==> config.mk <==
export PLATFORM = sky130hd
export DESIGN_NAME = iob_asym_fifo_ctrl
export DESIGN_NICKNAME = d
export VERILOG_FILES = /design/src/rtl/iob_asym_fifo_ctrl.sv
export SDC_FILE = /design/constraint.sdc
export NUM_CORES = 1
export LEC_CHECK = 0
export CAP_MARGIN = 15
export CORE_UTILIZATION = 50
export DETAILED_ROUTE_END_ITERATION = 8
export DONT_BUFFER_PORTS = 1
export PLACE_DENSITY = 0.65
export SYNTH_ARGS = -nofsm -noshare
export SYNTH_HDL_FRONTEND = slang
export SYNTH_SLANG_ARGS = --single-unit
==> constraint.sdc <==
create_clock -name clk -period 1.8 [get_ports clk]
set_input_delay 0.36 -clock clk [delete_from_list [all_inputs] [get_ports clk]]
set_output_delay 0.36 -clock clk [all_outputs]
set_load 0.05 [all_outputs]
==> src/rtl/iob_asym_fifo_ctrl.sv <==
// Asymmetric-width synchronous FIFO controller driving an external 2-port RAM.
// Define IOB_ASYM_FIFO_ERR_EN to add sticky w_overflow / r_underflow flags.
module iob_asym_fifo_ctrl #(
  parameter int W_DATA_W = 32,
  parameter int R_DATA_W = 8,
  parameter int ADDR_W   = 7,
  localparam int RATIO    = (W_DATA_W > R_DATA_W) ?
                            W_DATA_W / R_DATA_W :
                            R_DATA_W / W_DATA_W,
  localparam int LOG_R    = $clog2(RATIO),
  localparam int W_WIDE   = (W_DATA_W > R_DATA_W) ? 1 : 0,
  localparam int R_WIDE   = (R_DATA_W > W_DATA_W) ? 1 : 0,
  localparam int W_ADDR_W = W_WIDE ? ADDR_W - LOG_R : ADDR_W,
  localparam int R_ADDR_W = R_WIDE ? ADDR_W - LOG_R : ADDR_W,
  localparam int W_UNITS  = W_WIDE ? RATIO : 1,
  localparam int R_UNITS  = R_WIDE ? RATIO : 1
) (
  input  logic                clk,
  input  logic                rst_n,
  input  logic                clr,
  input  logic                w_en,
  input  logic [W_DATA_W-1:0] w_data,
  output logic                w_full,
  input  logic                r_en,
  output logic [R_DATA_W-1:0] r_data,
  output logic                r_empty,
  output logic [ADDR_W:0]     level,
  output logic                ext_mem_w_en,
  output logic [W_ADDR_W-1:0] ext_mem_w_addr,
  output logic [W_DATA_W-1:0] ext_mem_w_data,
  output logic                ext_mem_r_en,
  output logic [R_ADDR_W-1:0] ext_mem_r_addr,
  input  logic [R_DATA_W-1:0] ext_mem_r_data
`ifdef IOB_ASYM_FIFO_ERR_EN
  ,
  output logic                w_overflow,
  output logic                r_underflow
`endif
);

  localparam int LW = ADDR_W + 1;
  localparam logic [LW-1:0] W_INC = LW'(W_UNITS);
  localparam logic [LW-1:0] R_DEC = LW'(R_UNITS);
  localparam logic [LW-1:0] FULL_TH =
    LW'((1 << ADDR_W) - W_UNITS);

  logic [W_ADDR_W-1:0] r_wptr;
  logic [R_ADDR_W-1:0] r_rptr;
  logic [LW-1:0]       r_level;
  logic                r_full;
  logic                r_empty_q;

  logic                w_wr_acc;
  logic                w_rd_acc;
  logic [LW-1:0]       w_level_nxt;

  // rst_n gating keeps the RAM idle while reset is held
  assign w_wr_acc = w_en & ~r_full & ~clr & rst_n;
  assign w_rd_acc = r_en & ~r_empty_q & ~clr & rst_n;

  always_comb begin
    w_level_nxt = r_level;
    if (w_wr_acc) w_level_nxt = w_level_nxt + W_INC;
    if (w_rd_acc) w_level_nxt = w_level_nxt - R_DEC;
  end

  always_ff @(posedge clk) begin
    if (!rst_n || clr) begin
      r_wptr    <= '0;
      r_rptr    <= '0;
      r_level   <= '0;
      r_full    <= 1'b0;
      r_empty_q <= 1'b1;
    end else begin
      r_level   <= w_level_nxt;
      r_full    <= w_level_nxt > FULL_TH;
      r_empty_q <= w_level_nxt < R_DEC;
      if (w_wr_acc) r_wptr <= r_wptr + W_ADDR_W'(1);
      if (w_rd_acc) r_rptr <= r_rptr + R_ADDR_W'(1);
    end
  end

`ifdef IOB_ASYM_FIFO_ERR_EN
  logic r_ovf;
  logic r_unf;

  always_ff @(posedge clk) begin
    if (!rst_n || clr) begin
      r_ovf <= 1'b0;
      r_unf <= 1'b0;
    end else begin
      if (w_en && r_full)    r_ovf <= 1'b1;
      if (r_en && r_empty_q) r_unf <= 1'b1;
    end
  end

  assign w_overflow  = r_ovf;
  assign r_underflow = r_unf;
`endif

  assign w_full         = r_full;
  assign r_empty        = r_empty_q;
  assign level          = r_level;
  assign r_data         = ext_mem_r_data;
  assign ext_mem_w_en   = w_wr_acc;
  assign ext_mem_w_addr = r_wptr;
  assign ext_mem_w_data = w_data;
  assign ext_mem_r_en   = w_rd_acc;
  assign ext_mem_r_addr = r_rptr;

endmodule

### Yosys cells after proc, flatten, opt, wreduce, memory -nomap -nowiden

Cells that the tools add are included.

* add/sub/neg operators: 4
* order comparisons: 2
* multiplexer cells: 2
* bitwise gates (word level): 9
* reductions and logical operators: 2

Operators by type and width (number)
* two-way mux 8 bit: 2
* adder 8 x 3 -> 8 bit (second input constant): 1
* greater-than comparator 8 x 7 -> 1 bit (second input constant): 1
* less-than comparator 8 x 1 -> 1 bit (second input constant): 1
* subtractor 8 x 1 -> 8 bit (second input constant): 1
* adder 7 x 1 -> 7 bit (second input constant): 1
* AND 1 bit: 6
* adder 5 x 1 -> 5 bit (second input constant): 1
* NOT 1 bit: 3
* zero test 1 bit: 1
* logical OR 1 bit: 1

* flip-flop bits (word level): 22
* output and inout port bits: 64

### Logic depth before layout (Yosys ltp)

* depth after elaboration: 8
* mapped depth: 9
* depth with buffers taken out: 9

### Worst setup path after synthesis

Ideal clock, no wire load.

* path type: flip-flop to flip-flop
* start point: reg r_level[2] (netlist: level[2])
* end point: reg r_full (netlist: w_full)
* library setup time: 114 ps
* arrival: 2104 ps
* slack: -418 ps
* cell stages (with the launch flop): 9
* path buffers: 0
* period minus slack after synthesis: 2218 ps
* path through: dfxtp_1 > ha_1 > and2b_1 > mux2i_1 > nor3_1 > nand2b_1 > xnor2_1 > nor2_1 > a21o_1

* cells in the longest elaborated chain, start to end: 5

Ends and longest elaborated chain
* from (decl): line 49 `logic [LW-1:0] r_level;`
* from (signal assigned): line 75 `r_level <= w_level_nxt;`
* adder 8 x 3 -> 8 bit: line 63 `if (w_wr_acc) w_level_nxt = w_level_nxt + W_INC;`
* two-way mux 8 bit *: line 63
* subtractor 8 x 1 -> 8 bit: line 64 `if (w_rd_acc) w_level_nxt = w_level_nxt - R_DEC;`
* two-way mux 8 bit *: line 64
* greater-than comparator 8 x 7 -> 1 bit *: line 76 `r_full <= w_level_nxt > FULL_TH;`
* to (signal assigned): line 76
* to (decl): line 50 `logic r_full;`

Mark *: on every way between the ends. The rest lies on a longest branch, timed or not.
A chain may end at the register's enable or synchronous reset.

### Worst setup path in the final report

* start point: reg r_empty_q (netlist: r_empty)
* end point: reg r_full (netlist: w_full)

* cells in the longest elaborated chain, start to end: 6

Ends and longest elaborated chain
* from (decl): line 51 `logic r_empty_q;`
* from (signal assigned): line 77 `r_empty_q <= w_level_nxt < R_DEC;`
* NOT 1 bit: line 59 `assign w_rd_acc = r_en & ~r_empty_q & ~clr & rst_n;`
* AND 1 bit (3 in a row): line 59
* two-way mux 8 bit: line 64
* greater-than comparator 8 x 7 -> 1 bit: line 76

No other way between the ends.

==> metrics <==
min-delay src rst_n; Setup TNS -0.1131 ns; layout cells sized above 1 39.10%; Critical Path RT 2.05 ns; LEAKAGE around 0.6 nW; skew final roughly 0.0059 ns; R2R depth 7; TritonCTS buffer count 3; vias per cell 5.508; FF-to-FF setup slack -0.06 ns; pre-CTS setup slack -0.1011 ns; DR vias around 1,000; Die Y approximately 56 um; Top Layer Used met4; syn_area_per_cell 8.706 um^2; Distinct cells, synth 37; GPL Wtd Cong 0.8134; r2r startpoint r_empty$_SDFF_PP1_; clk buf depth 2; post-layout util about 56%; status finished with violations; Cells on Worst Hold Path 3; worst-path maximum fanout 5; initial antenna violation count 0; CTS tree built; Core Region 2758 um^2; max_cap viols 0; storage element area 456.7 um^2; Worst setup EP type register; ANT nets after route 0; worst hold path class in2reg; H-tree lvl count 1; Fin. Hold Viols 0; Avg WL per Cell 16.91 um; Worst VDD drop approximately 0.34 mV; clock-pin slew on the worst setup and hold paths ~0.13 ns; Initial DRC Count 28; synthesized instance count ~170; Final min period between 1.5 and 2 ns; sequential share of the synthesized area a little under a third; Layout area overhead 4.876%; DIE AREA approximately 3100 um^2; hold worst-path end ext_mem_w_addr[4]$_SDFFE_PP0N_; largest net degree at the start of global routing 22; Worst-Skew Late Latency 0.30 ns; WL met2 1.582 mm; final setup fails 2; Tcrit/Tclk final 103.5%; area occupied by multi-input gates between 700 and 800 um^2; WL final between 3 and 4 mm; nets@finish between 200 and 250; Remaining DRCs 0; grt total ovfl 0; initial core utilization 53.04%; failing checks negative setup slack; M1 WL 1.174 mm; first-pass GRT wire length a little over 5 mm; Slew @ Worst Pin 0.5883 ns; Clock Sinks 22; HPWL Detailed 2.532 mm; Worst R2R End w_full$_SDFF_PP0_; first drt pass iteration count 4; RSZ-0062 raised after global routing true; final slew viol count 0; CTS root buffer clkbuf_4; post-synthesis cell area 1463 um^2; routed wl met3 slightly above 300 um; final setup margin -0.06267 ns; Hold-fix buffers, CTS 0; filler instances 250; ant diodes 0; Ports approximately 110; CP Class reg2reg; die width 56.09 um; Seq cells post-synth 22; Power, Total 886.2 uW; # rows 19; number of global-route vias before repair 1,123; most common cell after layout, fill and taps aside buf_4; most frequent cells in the layout buf_4, nor2_1, dfxtp_1, xor2_1, nand2_1; WP data arrival 2.11 ns; Post-Synthesis Net Count ~220; total track usage 20.12%; Pwr Density 577.7 nW/um^2; IO Port Bufs 0; startpoint types register; Max Clock Freq 536.9 MHz; yosys warns 0; relative slew slack between 60% and 70%
## synth_stat cells, drive strengths merged
cell type  number  area share, %
a211oi          1           0.51
a21o            1           0.51
a21oi           3            1.0
a31oi           4            2.1
a41oi           1           0.60
and2            1           0.60
and2b           1           0.51
and3            1           0.77
and4b           1           0.68
and4bb          2            1.7
buf            43             22
clkbuf          3           0.77
dfxtp          22             30
ha              4            3.4
inv             3           0.77
mux2            3            2.6
mux2i           2            1.4
nand2           9            2.3
nand2b          3            1.3
nand3b          1           0.51
nand4           7            3.0
nor2           19            5.0
nor2b           2           0.86
nor3            4            1.7
nor4            1           0.43
o21ai           3            1.3
o31ai           1           0.51
or3             2           0.86
xnor2           7            4.2
xor2           13            7.8
## final cells by class
| cell class | instances | area share [%] |
|---|---|---|
| Multi-Input combinational cell | 97 | 49.18 |
| Sequential cell | 22 | 29.77 |
| Timing Repair Buffer | 30 | 14.68 |
| Clock buffer | 4 | 3.100 |
| Tap cell | 31 | 2.529 |
| Inverter | 3 | 0.7341 |
## power breakdown
group / switching (mW) / internal [mW] / total, mW
registers: 0.00373 / 0.487 / 0.490
logic: 0.0482 / 0.0292 / 0.0774
clock network: 0.149 / 0.169 / 0.318
total: 0.201 / 0.685 / 0.886
## sequential cells by signal, indices dropped and copies added, names as in the netlist
name,cells
level,8
ext_mem_r_addr,7
ext_mem_w_addr,5
r_empty,1
w_full,1
## through the flow
step | std cells | hold WS [ns] | cell area (um^2)
after detailed placement | 182 | 0.5720 | 1435
after global placement | 182 | 0.5399 | 1435
after floorplan | 168 | 0.6135 | 1516
after CTS | 187 | 0.4947 | 1521
after global routing | 187 | 0.5121 | 1534
final | 187 | 0.5074 | 1534
## cells by family (layout without fill, tap and decap cells)
group	after synthesis	after routing	share of synthesized area, %
buffers and inverters	49	37	23.70
XOR/XNOR	20	20	11.98
AND/OR/NAND/NOR	54	54	20.27
AO/OA/AOI/OAI	14	14	6.587
multiplexers	5	5	3.935
adder cells (fa/ha/maj)	4	4	3.422
flip-flops	22	22	30.11
## worst max-delay path: stages (launching register included)
cell and delay (ns):
dfxtp_2 0.34, and4bb_1 0.30, and3_4 0.24, nand2_1 0.08, xor2_1 0.16, mux2_2 0.30, nor4_1 0.25, a21o_1 0.15
## routing by layer
layer / vias to the layer above / GRT usage (%)
li1: 496 / -
met5: - / 0
met1: 466 / 20.52
met4: 0 / 11.85
met2: 44 / 36.56
met3: 24 / 5.116
## worst max-delay path by stage
stage	startpoint	end	slack [ns]
finish	r_empty$_SDFF_PP1_	w_full$_SDFF_PP0_	-0.06
global route	level[0]$_SDFF_PP0_	w_full$_SDFF_PP0_	-0.16
CTS	level[0]$_SDFF_PP0_	w_full$_SDFF_PP0_	-0.05
detailed placement	level[2]$_SDFF_PP0_	w_full$_SDFF_PP0_	-0.10
global placement	rst_n	w_full$_SDFF_PP0_	-0.07
floorplan	w_full$_SDFF_PP0_	w_full$_SDFF_PP0_	-0.08
## timing repair
| action | 4_1_cts | 5_1_grt |
|---|---|---|
| pin swaps | 1 | 1 |
| setup buffers | 1 | 0 |
| endpoints found under the setup margin | 3 | 5 |
| gates resized for setup | 5 | 3 |
No activity file was read; power rests on OpenSTA's default activity.
